<file path="src/rtl/cpu_pkg.sv">
// Shared pipeline definitions: opcode and load-funct3 encodings, writeback FSM states,
// and the writing-opcode decode.
package cpu_pkg;

  localparam logic [4:0] OP_LOAD   = 5'b00000;
  localparam logic [4:0] OP_STORE  = 5'b01000;
  localparam logic [4:0] OP_OP     = 5'b01100;
  localparam logic [4:0] OP_IMM    = 5'b00100;
  localparam logic [4:0] OP_LUI    = 5'b01101;
  localparam logic [4:0] OP_AUIPC  = 5'b00101;
  localparam logic [4:0] OP_JAL    = 5'b11011;
  localparam logic [4:0] OP_JALR   = 5'b11001;
  localparam logic [4:0] OP_BRANCH = 5'b11000;

  localparam logic [2:0] F3_LB  = 3'b000;
  localparam logic [2:0] F3_LH  = 3'b001;
  localparam logic [2:0] F3_LW  = 3'b010;
  localparam logic [2:0] F3_LBU = 3'b100;
  localparam logic [2:0] F3_LHU = 3'b101;

  typedef enum logic {
    IDLE,
    WAIT_LOAD
  } wb_state_t;

  function automatic logic is_writing(input logic [4:0] opcode);
    case (opcode)
      OP_OP, OP_IMM, OP_LUI, OP_AUIPC, OP_JAL, OP_JALR: return 1'b1;
      default:                                          return 1'b0;
    endcase
  endfunction

endpackage

</file>
<file path="src/rtl/writeback_stage_if.sv">
// Upstream instruction handshake, data-memory read response and register-file write port
// of the writeback stage.
interface writeback_stage_if;
  logic        valid_i;
  logic        ready_o;
  logic [4:0]  opcode_i;
  logic [2:0]  funct3_i;
  logic [4:0]  rd_i;
  logic [31:0] alu_result_i;
  logic        mem_rvalid_i;
  logic [31:0] mem_rdata_i;
  logic        rf_we_o;
  logic [4:0]  rf_waddr_o;
  logic [31:0] rf_wdata_o;

  modport master (
    output valid_i, opcode_i, funct3_i, rd_i, alu_result_i, mem_rvalid_i, mem_rdata_i,
    input  ready_o, rf_we_o, rf_waddr_o, rf_wdata_o
  );

  modport slave (
    input  valid_i, opcode_i, funct3_i, rd_i, alu_result_i, mem_rvalid_i, mem_rdata_i,
    output ready_o, rf_we_o, rf_waddr_o, rf_wdata_o
  );
endinterface

</file>
<file path="src/rtl/load_align.sv">
// Extracts and extends the addressed byte/half/word from a word-aligned memory read
// and flags misaligned or illegal load encodings.
module load_align
  import cpu_pkg::*;
(
  input  logic [2:0]  funct3,
  input  logic [1:0]  addr,
  input  logic [31:0] word,
  output logic [31:0] data,
  output logic        misaligned,
  output logic        illegal
);

  logic [7:0]  byte_lane;
  logic [15:0] half_lane;

  assign byte_lane = word[{addr, 3'b000} +: 8];
  assign half_lane = addr[1] ? word[31:16] : word[15:0];

  // NOTE: every output gets a default before the case so no path leaves one unassigned (no latch).
  always_comb begin
    data       = '0;
    misaligned = 1'b0;
    illegal    = 1'b0;
    case (funct3)
      F3_LB:  data = {{24{byte_lane[7]}}, byte_lane};
      F3_LBU: data = {24'h0, byte_lane};
      F3_LH: begin
        data       = {{16{half_lane[15]}}, half_lane};
        misaligned = addr[0];
      end
      F3_LHU: begin
        data       = {16'h0, half_lane};
        misaligned = addr[0];
      end
      F3_LW: begin
        data       = word;
        misaligned = (addr != 2'b00);
      end
      default: illegal = 1'b1;
    endcase
  end

endmodule

</file>
<file path="src/rtl/writeback_stage.sv">
// Writeback stage: retires instructions into the register file and counts them.
// Define WB_LOAD_TIMEOUT_EN to abandon loads whose response never arrives.
module writeback_stage
  import cpu_pkg::*;
#(
  parameter int INSTRET_W = 32
`ifdef WB_LOAD_TIMEOUT_EN
  , parameter int TIMEOUT_CYCLES = 16
`endif
) (
  input  logic                 clk,
  input  logic                 rst,
  writeback_stage_if.slave     bus,
  output logic                 load_err_o,
  output logic [INSTRET_W-1:0] instret_o
`ifdef WB_LOAD_TIMEOUT_EN
  , output logic               timeout_o
`endif
);

  wb_state_t   state;
  logic [4:0]  ld_rd;
  logic [2:0]  ld_funct3;
  logic [1:0]  ld_addr;
  logic [31:0] ld_data;
  logic        ld_misaligned;
  logic        ld_illegal;

`ifdef WB_LOAD_TIMEOUT_EN
  localparam int TW = $clog2(TIMEOUT_CYCLES) + 1;
  logic [TW-1:0] wait_cnt;
`endif

  load_align u_load_align (
    .funct3     (ld_funct3),
    .addr       (ld_addr),
    .word       (bus.mem_rdata_i),
    .data       (ld_data),
    .misaligned (ld_misaligned),
    .illegal    (ld_illegal)
  );

  assign bus.ready_o = (state == IDLE);

  // NOTE: sequential state uses non-blocking assignments so every register samples pre-edge values.
  always_ff @(posedge clk or posedge rst) begin
    if (rst) begin
      state          <= IDLE;
      bus.rf_we_o    <= 1'b0;
      bus.rf_waddr_o <= '0;
      bus.rf_wdata_o <= '0;
      load_err_o     <= 1'b0;
      instret_o      <= '0;
      ld_rd          <= '0;
      ld_funct3      <= '0;
      ld_addr        <= '0;
`ifdef WB_LOAD_TIMEOUT_EN
      timeout_o      <= 1'b0;
      wait_cnt       <= '0;
`endif
    end else begin
      bus.rf_we_o <= 1'b0;
      load_err_o  <= 1'b0;
`ifdef WB_LOAD_TIMEOUT_EN
      timeout_o   <= 1'b0;
`endif
      case (state)
        IDLE: begin
          if (bus.valid_i) begin
            if (bus.opcode_i == OP_LOAD) begin
              ld_rd     <= bus.rd_i;
              ld_funct3 <= bus.funct3_i;
              ld_addr   <= bus.alu_result_i[1:0];
              state     <= WAIT_LOAD;
`ifdef WB_LOAD_TIMEOUT_EN
              wait_cnt  <= '0;
`endif
            end else begin
              instret_o <= instret_o + INSTRET_W'(1);
              if (is_writing(bus.opcode_i)) begin
                bus.rf_we_o    <= (bus.rd_i != 5'd0);
                bus.rf_waddr_o <= bus.rd_i;
                bus.rf_wdata_o <= bus.alu_result_i;
              end
            end
          end
        end
        WAIT_LOAD: begin
          if (bus.mem_rvalid_i) begin
            state     <= IDLE;
            instret_o <= instret_o + INSTRET_W'(1);
            if (ld_misaligned || ld_illegal) begin
              load_err_o <= 1'b1;
            end else begin
              bus.rf_we_o    <= (ld_rd != 5'd0);
              bus.rf_waddr_o <= ld_rd;
              bus.rf_wdata_o <= ld_data;
            end
          end
`ifdef WB_LOAD_TIMEOUT_EN
          // The load is abandoned without retiring; its late response lands in IDLE and is dropped.
          else if (wait_cnt == TW'(TIMEOUT_CYCLES - 1)) begin
            state     <= IDLE;
            timeout_o <= 1'b1;
          end else begin
            wait_cnt <= wait_cnt + TW'(1);
          end
`endif
        end
        default: state <= IDLE;
      endcase
    end
  end

endmodule

</file>
<file path="src/flat_wrapper.sv">
// flat-port wrapper written by rule: the top's interface ports become plain ports
module writeback_stage_flat import cpu_pkg::*;
#(
  parameter int INSTRET_W = 32

)
  (clk, rst, load_err_o, instret_o, bus_valid_i, bus_opcode_i, bus_funct3_i, bus_rd_i, bus_alu_result_i, bus_mem_rvalid_i, bus_mem_rdata_i, bus_ready_o, bus_rf_we_o, bus_rf_waddr_o, bus_rf_wdata_o);
  writeback_stage_if bus_i ();
  input  logic clk;
  input  logic rst;
  output logic load_err_o;
  output logic [INSTRET_W-1:0] instret_o;
  input wire logic [$bits(bus_i.valid_i)-1:0] bus_valid_i;
  input wire logic [$bits(bus_i.opcode_i)-1:0] bus_opcode_i;
  input wire logic [$bits(bus_i.funct3_i)-1:0] bus_funct3_i;
  input wire logic [$bits(bus_i.rd_i)-1:0] bus_rd_i;
  input wire logic [$bits(bus_i.alu_result_i)-1:0] bus_alu_result_i;
  input wire logic [$bits(bus_i.mem_rvalid_i)-1:0] bus_mem_rvalid_i;
  input wire logic [$bits(bus_i.mem_rdata_i)-1:0] bus_mem_rdata_i;
  output wire logic [$bits(bus_i.ready_o)-1:0] bus_ready_o;
  output wire logic [$bits(bus_i.rf_we_o)-1:0] bus_rf_we_o;
  output wire logic [$bits(bus_i.rf_waddr_o)-1:0] bus_rf_waddr_o;
  output wire logic [$bits(bus_i.rf_wdata_o)-1:0] bus_rf_wdata_o;
  assign bus_i.valid_i = bus_valid_i;
  assign bus_i.opcode_i = bus_opcode_i;
  assign bus_i.funct3_i = bus_funct3_i;
  assign bus_i.rd_i = bus_rd_i;
  assign bus_i.alu_result_i = bus_alu_result_i;
  assign bus_i.mem_rvalid_i = bus_mem_rvalid_i;
  assign bus_i.mem_rdata_i = bus_mem_rdata_i;
  assign bus_ready_o = bus_i.ready_o;
  assign bus_rf_we_o = bus_i.rf_we_o;
  assign bus_rf_waddr_o = bus_i.rf_waddr_o;
  assign bus_rf_wdata_o = bus_i.rf_wdata_o;
  writeback_stage #(.INSTRET_W(INSTRET_W)) u_core (.clk(clk), .rst(rst), .bus(bus_i), .load_err_o(load_err_o), .instret_o(instret_o));
endmodule
</file>
<file path="config.mk">
export PLATFORM = sky130hd
export DESIGN_NAME = writeback_stage_flat
export DESIGN_NICKNAME = d
export VERILOG_FILES = /design/src/rtl/cpu_pkg.sv /design/src/rtl/writeback_stage_if.sv /design/src/rtl/load_align.sv /design/src/rtl/writeback_stage.sv /design/src/flat_wrapper.sv
export SDC_FILE = /design/constraint.sdc
export NUM_CORES = 1
export LEC_CHECK = 0
export ABC_AREA = 1
export CORE_UTILIZATION = 50
export CTS_BUF_LIST = sky130_fd_sc_hd__clkbuf_8
export CTS_CLUSTER_DIAMETER = 30
export DETAILED_ROUTE_END_ITERATION = 16
export PLACE_DENSITY = 0.84
export SYNTH_ARGS = -nofsm -noshare
export SYNTH_HDL_FRONTEND = slang
export SYNTH_SLANG_ARGS = --single-unit
</file>
<file path="constraint.sdc">
create_clock -name clk -period 3.5 [get_ports clk]
set_clock_uncertainty 0.1 [all_clocks]
set_input_delay 0.7 -clock clk [delete_from_list [all_inputs] [get_ports clk]]
set_output_delay 0.7 -clock clk [all_outputs]
set_load 0.01 [all_outputs]
</file>
# Word-level counts from Yosys, hierarchy flattened
# Cells that the tools add are included.
# word_totals
reg_bits	82
inputBits	81
output_inout_bits	72
# classes
n_addsub	1
eq_ne	15
shift	1
muxes	37
bitwise_logic	1
n_reduce_logical	12
# ops
op	n
32-bit two-way mux	8
32-bit one-hot mux with 5 select lines	1
32-bit one-hot mux with 2 select lines	2
32-bit by 1-bit adder with 32-bit output, second input constant	1
32-bit by 6-bit indexed part select with 8-bit output	1
5-bit two-way mux	5
1-bit two-way mux	16
16-bit two-way mux	1
5-bit by 3-bit == test with 1-bit output, second input constant	2
5-bit by 4-bit == test with 1-bit output, second input constant	2
5-bit == test, second input constant	2
5-bit one-hot mux with 2 select lines	1
5-bit nonzero test	2
2-bit inequality test, second input constant	4
3-bit == test, second input constant	2
1-bit one-hot mux with 2 select lines	3
3-bit AND reduction	2
6-bit OR reduction	1
5-bit zero test	1
5-bit AND reduction	1
5-bit OR reduction	1
3-bit by 1-bit == test with 1-bit output, second input constant	1
3-bit by 2-bit == test with 1-bit output, second input constant	1
3-bit zero test	1
other kinds (5)	5

# Depth between registers and ports, before layout
# Gate-level depths: netlist of the first run.
# depth
depth_word	10
depth_mapped	14

# Modules after synthesis
# Synthesis of the first run repeated with hierarchy kept, for this count alone.
# hier_totals
cells_unflattened	795
hier_area_um2	5238.8
# modules_own_cells
module	instances	cells_per_inst	area_per_inst_um2	seq_area_each_um2
writeback_stage	1	575	4306.6	2052.0
load_align	1	220	932.1	0.0

# Worst setup path before layout of the first run
# Ideal clock, no wire load.
# synth_timing
path_type	flip-flop to output port
startpoint	reg u_core.state
endpoint	out bus_ready_o
arrival_time_ns	1.055
slack_ns	1.645
stages_incl_launch_ff	5
n_path_buf	3
path_cell_list	dfrtp_1 buf_2 inv_1 buf_2 clkbuf_1
# synth_via
elab_chain_len	1
# synth_rtl
element	line_no	rtl
start: declaration	writeback_stage.sv:21	wb_state_t state;
start signal: assignment	writeback_stage.sv:48	state <= IDLE;
start signal: assignment	writeback_stage.sv:74	state <= WAIT_LOAD;
start signal: assignment	writeback_stage.sv:90	state <= IDLE;
1-bit NOT (no line)	--	
end: declaration	flat_wrapper.sv:20	output wire logic [$bits(bus_i.ready_o)-1:0] bus_ready_o;
# No other way between the ends.

# Final worst setup path of the first run
# layout_timing
startpoint	reg u_core.ld_addr[1]
endpoint	reg u_core.bus.rf_waddr_o[0]
# layout_via
elab_chain_len	5
# layout_rtl
element	line_no	rtl
start: declaration	writeback_stage.sv:24	logic [1:0] ld_addr;
start signal: assignment	writeback_stage.sv:73	ld_addr <= bus.alu_result_i[1:0];
2-bit nonzero test	load_align.sv:38	misaligned = (addr != 2'b00);
1-bit one-hot mux with 2 select lines	load_align.sv:25	case (funct3)
1-bit logical OR	writeback_stage.sv:92	if (ld_misaligned || ld_illegal) begin
2-bit inequality test (no line)	--	
5-bit AND reduction (no line)	--	
end signal: assignment	writeback_stage.sv:82	bus.rf_waddr_o <= bus.rd_i;
end signal: assignment	writeback_stage.sv:96	bus.rf_waddr_o <= ld_rd;
end: declaration	writeback_stage_if.sv:23	output ready_o, rf_we_o, rf_waddr_o, rf_wdata_o
# No other way between the ends.
# A chain may end at the register's enable or synchronous reset.

==> results of run 1 <==
==> layer usage <==
metal	GRT usage, %	routed length [um]	up-vias
li1	-	-	2873
met1	42.4	7160	2652
met2	45.5	6730	255
met3	4.62	1120	39
met4	12.4	503	0
met5	0	0	-
==> area by class of cell <==
cell class	count	area [um^2]
Timing Repair Buffer	158	1580
Clock buffer	10	138
Inverter	56	211
Tap cell	136	170
Fill cell	930	3240
Clock inverter	6	71.3
Multi-Input combinational cell	680	2860
Sequential cell	82	2050
==> synthesized netlist by cell type, types with 3 or more instances <==
cell	n	share of area, %
sky130_fd_sc_hd__a21oi_1	23	2.2
sky130_fd_sc_hd__buf_1	3	0.21
sky130_fd_sc_hd__buf_2	12	1.1
sky130_fd_sc_hd__buf_4	8	1.1
sky130_fd_sc_hd__buf_6	3	0.64
sky130_fd_sc_hd__clkbuf_1	5	0.35
sky130_fd_sc_hd__dfrtp_1	82	39
sky130_fd_sc_hd__inv_1	52	3.7
sky130_fd_sc_hd__inv_2	4	0.28
sky130_fd_sc_hd__nand2_1	436	31
sky130_fd_sc_hd__nand3_1	44	4.2
sky130_fd_sc_hd__nand3b_1	16	2.3
sky130_fd_sc_hd__nand4_1	4	0.47
sky130_fd_sc_hd__nor2_1	114	8.1
sky130_fd_sc_hd__nor2_2	3	0.35
sky130_fd_sc_hd__nor3_1	3	0.28
sky130_fd_sc_hd__o21ai_0	8	0.75
sky130_fd_sc_hd__o21ai_1	3	0.28
sky130_fd_sc_hd__xor2_1	15	2.5
==> logic make-up (layout without fill, tap and decap cells) <==
logic type	after synthesis	in the layout	share of synthesized area, %
muxes	2	2	0.377
AOI/OAI and AO/OA	35	35	3.37
adders and majority gates	1	1	0.236
and+or+nand+nor	627	627	47.4
buffers and inverters	87	230	7.43
xor gates and xnor gates	15	15	2.48
DFF	82	82	38.7
==> placed cells by master (no fill, tap or decap), types with 2 or more instances in the layout <==
| cell | instances |
|---|---|
| sky130_fd_sc_hd__nand2_1 | 436 |
| sky130_fd_sc_hd__clkdlybuf4s50_1 | 152 |
| sky130_fd_sc_hd__nor2_1 | 114 |
| sky130_fd_sc_hd__dfrtp_1 | 82 |
| sky130_fd_sc_hd__inv_1 | 51 |
| sky130_fd_sc_hd__nand3_1 | 44 |
| sky130_fd_sc_hd__a21oi_1 | 23 |
| sky130_fd_sc_hd__nand3b_1 | 16 |
| sky130_fd_sc_hd__xor2_1 | 15 |
| sky130_fd_sc_hd__clkbuf_8 | 10 |
| sky130_fd_sc_hd__o21ai_0 | 8 |
| sky130_fd_sc_hd__buf_4 | 5 |
| sky130_fd_sc_hd__inv_2 | 4 |
| sky130_fd_sc_hd__nand4_1 | 4 |
| sky130_fd_sc_hd__nor2_2 | 3 |
| sky130_fd_sc_hd__o21ai_1 | 3 |
| sky130_fd_sc_hd__nor3_1 | 3 |
| sky130_fd_sc_hd__nand3_2 | 2 |
| sky130_fd_sc_hd__mux2i_1 | 2 |
| sky130_fd_sc_hd__clkinv_2 | 2 |
| sky130_fd_sc_hd__inv_6 | 2 |
==> worst max-delay path, delay by kind of cell (launching register included) <==
family	cells	cell delay, ps
flip-flops	1	760
AO/OA/AOI/OAI	1	120
AND/OR/NAND/NOR	5	770
buffers and inverters	2	650
==> state kept, by name (all words and copies together) (netlist names) <==
signal	count
u_core.ld_addr	2
u_core.state	1
u_core.ld_funct3	3
u_core.instret_o	32
u_core.ld_rd	5
u_core.load_err_o	1
u_core.bus.rf_waddr_o	5
u_core.bus.rf_we_o	1
u_core.bus.rf_wdata_o	32
==> stage by stage <==
stage / cells / cell area [um^2] / utilization, % / hold WS [ps]
after CTS: 1128 / 7080 / 68.6 / 388
final: 1128 / 7080 / 68.6 / 386
after detailed placement: 1112 / 6870 / 66.6 / 365
after global placement: 1112 / 6870 / 66.6 / 362
after global routing: 1128 / 7080 / 68.6 / 399
after floorplan: 849 / 5310 / - / 364
==> power by group through the flow <==
stage	Clock (uW)	Combinational (uW)	Sequential [uW]
6_report	736	1060	1300
5_1_grt	790	1170	1330
4_1_cts	745	1060	1300
3_5_place_dp	0	1050	1310
3_3_place_gp	0	1030	1320
2_1_floorplan	0	468	1350
==> worst min path at each step <==
stage	to	slack, ps	depth (start not counted)
finish	u_core.bus.rf_wdata_o[15]	390	2
global route	u_core.bus.rf_wdata_o[15]	400	2
CTS	u_core.bus.rf_wdata_o[2]	390	2
detailed placement	u_core.bus.rf_wdata_o[2]	360	2
global placement	u_core.bus.rf_wdata_o[6]	360	2
floorplan	u_core.ld_rd[3]	360	2
==> metrics.txt, run 1 <==
Die Footprint approximately 11000 um^2; global routing usage summed across all routing layers roughly 30%; Worst Setup End Kind flip-flop; Worst Setup Start Kind flip-flop; least setup slack across all paths after layout around 950 ps; Req. time, crit path 3620 ps; headroom to the max-slew limit 47.2%; Initial DRC Count ~410; fraction of the cycle the final worst path needs 72.9%; min-delay worst type flip-flop to flip-flop; switching power 1070 uW; RSZ-0062 raised after global routing false; endpoints failing setup 0; path depth of the worst reg2reg path 8; Leakage Power between 0.003 and 0.004 uW; cells traversed along the worst timing path inv_2 > nand2_1 > nand3_1 > nand3_1 > nand2_1 > nand3_2 > buf_4 > o21ai_0; post-cts hold buffer count 0; reg-to-reg endpoint u_core.bus.rf_waddr_o[0]; proportion of layout cells with a drive suffix above 1 3.53%; type of the worst setup path flip-flop to flip-flop; setup repair bufs after CTS 0; residual antenna-violating net count after detailed routing 0; total number of placement rows 37; number of cells produced by synthesis approximately 850; proportion of synthesized flip-flops having asynchronous set or reset 100%; total congestion overflow after global routing 0; routed length per instance between 10 and 15 um; CP Max Fanout 27; average cell area after synthesis ~6.2 um^2; Synth warnings 0; Hold Crit Start u_core.bus.rf_wdata_o[15]; # IOs roughly 150; PostCTS Resize Cnt 0; number of antenna violations at the first check in global routing 0; Synth Flop Type sky130_fd_sc_hd__dfrtp_1; number of synthesized flops with an enable pin 0; number of H-tree levels 3; master of the slowest instance on the critical path sky130_fd_sc_hd__dfrtp_1; P_int between 2000 and 2500 uW; Final Routed Wirelength approximately 16 mm; actual transition at the worst max-transition pin about 790 ps; Critical Path Start u_core.ld_addr[1]; power share of the sequential group 42.1%; final weighted congestion in routability-driven placement 0.954; DRC violation count after routing 0; Syn-to-layout area delta 33.5%; number of max-slew violations in the final report 0; routed via count divided by cell count 5.16; maximum number of pins on one net before global-route repair 68; clock buffer count from CTS 9; number of detailed-route iterations in the first pass 5; netlist area before placement ~5300 um^2; initial cell density of the core between 50 and 60%; Detail Placement HPWL ~12 mm; flop2flop setup slack 950 ps; data arrival time of the worst path approximately 2700 ps; post-route setup TNS 0 ps; power density of the placed cells ~440 nW/um^2; clock tree from TritonCTS yes; power share of the clock group a little under a quarter; final antenna diode count 0; combinational fraction of design power around 34%; Worst Setup Slack post-DPL between 700 and 800 ps; synthesized netlist net count just over 900; Root Buffer sky130_fd_sc_hd__clkbuf_8; delay of the slowest critical-path stage around 760 ps; Max clock buf depth 2; Fmax achieved 392 MHz; final-stage net count ~1100; die extent in x around 110 um; Critical Path End u_core.bus.rf_waddr_o[0]; Sink Count 82; Overall Power 3100 uW; unique cell type count in the Yosys netlist 28; sequential cell area fraction in the yosys report 38.7%; routed vias a little under 6000; wire length of the first global-routing pass 26.1 mm; Floorplan Core Area roughly 10000 um^2; vias in the first global route between 5000 and 6000; switching portion of total power a little over a third; max-capacitance violation count 0; FF-to-FF Start u_core.ld_addr[1]; maximum resistive drop on vdd around 0.26 mV; Hold Vio Cnt, Final 0; total of flip-flops plus latches after synthesis 82; y dimension of the die 105 um; number of buffers added on ports approximately 150; outcome complete, no violations; final worst path period need between 2000 and 3000 ps; clock latency reported for the late side of the worst-skew pair 350 ps; clock transition at the registers of the reported paths around 90 ps
Note: power is estimated with default switching activity, not from simulation.
==> run 2: changes to the inputs <==
==> constraint.sdc (replaced) <==
create_clock -name clk -period 2.58 [get_ports clk]
set_clock_uncertainty 0.1 [all_clocks]
set_input_delay 0.516 -clock clk [delete_from_list [all_inputs] [get_ports clk]]
set_output_delay 0.516 -clock clk [all_outputs]
set_load 0.01 [all_outputs]
==> run 2 against run 1 <==
Effect of this change: cell area is 1.0% higher; hold slack worse by 1.7 ps; combinational power up 40%; count of clock-buffer cells in the layout shrank 1; via count is essentially flat; sequential power increased by 35%; global-route usage about the same; worst setup slack worse by 590 ps; sequential share of layout area is 0.30 points lower; clock power up 26%; routed wire length rose by 0.69%.
==> metrics.txt, run 2 (synthesis results as in run 1) <==
path depth of the worst reg2reg path 10 (was 8); vias in the first global route 5408 (was 5294); RSZ-0062 raised after global routing false (unchanged); actual transition at the worst max-transition pin 556 ps (was 790 ps); post-layout instance area 7150 um^2 (was 7080 um^2); CP Max Fanout 10 (was 27); residual antenna-violating net count after detailed routing 0 (unchanged); proportion of layout cells with a drive suffix above 1 4.10% (was 3.53%); commonest cells after routing, fill and taps aside sky130_fd_sc_hd__nand2_1, sky130_fd_sc_hd__clkdlybuf4s50_1, sky130_fd_sc_hd__nor2_1 (unchanged); Overall Power 4170 uW (was 3100 uW); final weighted congestion in routability-driven placement 0.949 (was 0.954); maximum resistive drop on vdd 0.301 mV (was 0.259 mV); initial cell density of the core 51.4% (unchanged); total congestion overflow after global routing 0 (unchanged); clock buffer count from CTS 9 (unchanged); Max clock buf depth 2 (unchanged); y dimension of the die 105 um (unchanged); Floorplan Core Area 10300 um^2 (unchanged); setup repair bufs after CTS 0 (unchanged); final worst path period need 2220 ps; number of max-slew violations in the final report 0 (unchanged); type of the worst setup path flip-flop to output port (was flip-flop to flip-flop); Sink Count 82 (unchanged); Syn-to-layout area delta 34.9% (was 33.5%); routed via count divided by cell count 5.12 (was 5.16); delay of the slowest critical-path stage 600 ps (was 760 ps); die extent in x 105 um (unchanged); min-delay worst type flip-flop to flip-flop (unchanged); Worst Setup End Kind output port (was flip-flop); number of H-tree levels 3 (unchanged); clock transition at the registers of the reported paths 80 ps (was 90 ps); total number of placement rows 37 (unchanged); master of the slowest instance on the critical path sky130_fd_sc_hd__clkdlybuf4s50_1 (was sky130_fd_sc_hd__dfrtp_1); final-stage net count 1078 (was 1069); clock tree from TritonCTS yes (unchanged); routed length per instance 13.7 um (was 13.8 um); Die Footprint 11000 um^2 (unchanged); clock latency reported for the late side of the worst-skew pair 370 ps (was 350 ps); endpoints failing setup 0 (unchanged); largest registers ranked by flip-flop count u_core.bus.rf_wdata_o: 32 flops, u_core.instret_o: 32 flops (unchanged); Worst Setup Slack post-DPL 297 ps (was 767 ps); routed vias 5823 (was 5819); post-route setup TNS 0 ps (unchanged); number of detailed-route iterations in the first pass 6 (was 5); max-capacitance violation count 0 (unchanged); Final Routed Wirelength 15.6 mm (was 15.5 mm); PostCTS Resize Cnt 0 (unchanged); wire length of the first global-routing pass 26.3 mm (was 26.1 mm); Detail Placement HPWL 11.7 mm (was 11.6 mm); headroom to the max-slew limit 62.8% (was 47.2%); power density of the placed cells 582 nW/um^2 (was 437 nW/um^2); cells traversed along the worst timing path inv_1 > clkdlybuf4s50_1 (was inv_2 > nand2_1 > nand3_1 > nand3_1 > nand2_1 > nand3_2 > buf_4 > o21ai_0); outcome complete, no violations (unchanged); Fmax achieved approximately 450 MHz; Hold Vio Cnt, Final 0 (unchanged); least setup slack across all paths after layout 356 ps (was 948 ps); final antenna diode count 0 (unchanged); number of buffers added on ports 152 (unchanged); Leakage Power 0.00366 uW (was 0.00361 uW); data arrival time of the worst path 1610 ps (was 2680 ps); total placed instance area 6970 um^2 (was 6870 um^2); Initial DRC Count 367 (was 407); Req. time, crit path 1960 ps (was 3620 ps); maximum number of pins on one net before global-route repair 43 (was 68); # IOs 153 (unchanged); global routing usage summed across all routing layers 29.9% (about the same); Worst Setup Start Kind flip-flop (unchanged); number of antenna violations at the first check in global routing 0 (unchanged); flop2flop setup slack 590 ps (was 950 ps); number of cells on the worst hold path 2 (unchanged); most frequent standard cell in the layout excluding fill and tap cells sky130_fd_sc_hd__nand2_1 (unchanged); DRC violation count after routing 0 (unchanged); Root Buffer sky130_fd_sc_hd__clkbuf_8 (unchanged); post-cts hold buffer count 0 (unchanged); core occupancy in the finished layout 69.3% (was 68.6%); fraction of the cycle the final worst path needs about 86%
run 2: power by group:
group | internal (uW) | switching [uW] | total [uW]
clock | 439 | 490 | 929
sequential | 1530 | 225 | 1760
combinational | 741 | 737 | 1480
total | 2710 | 1450 | 4170
run 2: critical path, delay by kind of cell, from the launching register on:
kind,cells,cell delay (ps)
buf+inv,2,860
flops,1,380
run 2: routing by layer:
metal	track usage [%]	up-vias	part of all wire, %
met5	0	-	0
li1	-	2889	-
met2	46.1	280	44
met1	41.5	2608	45
met3	5.49	46	7.8
met4	12.3	0	3.1
run 2: metrics by stage:
step | instances | hold slack [ps]
2_1_floorplan | 849 | 364
3_3_place_gp | 1121 | 363
3_5_place_dp | 1121 | 364
4_1_cts | 1137 | 386
5_1_grt | 1137 | 404
6_report | 1137 | 384
run 2: final cells by class:
cell class              count  area [um^2]
fillers                   906         3170
multi-input cells         680         2860
flip-flops and latches     82         2050
repair buffers            167         1670
inverters                  56          214
well taps                 136          170
clock buffers               9          124
clock inverters             7         63.8
run 2: path summary, 6_finish.rpt:
check                                       endpoint                      start
max                                      bus_ready_o               u_core.state
min reg2reg                u_core.bus.rf_wdata_o[26]  u_core.bus.rf_wdata_o[26]
min in group asynchronous  u_core.bus.rf_wdata_o[29]                        rst
max in group asynchronous   u_core.bus.rf_waddr_o[0]                        rst
max reg2reg                     u_core.instret_o[30]        u_core.instret_o[0]
min                        u_core.bus.rf_wdata_o[26]  u_core.bus.rf_wdata_o[26]
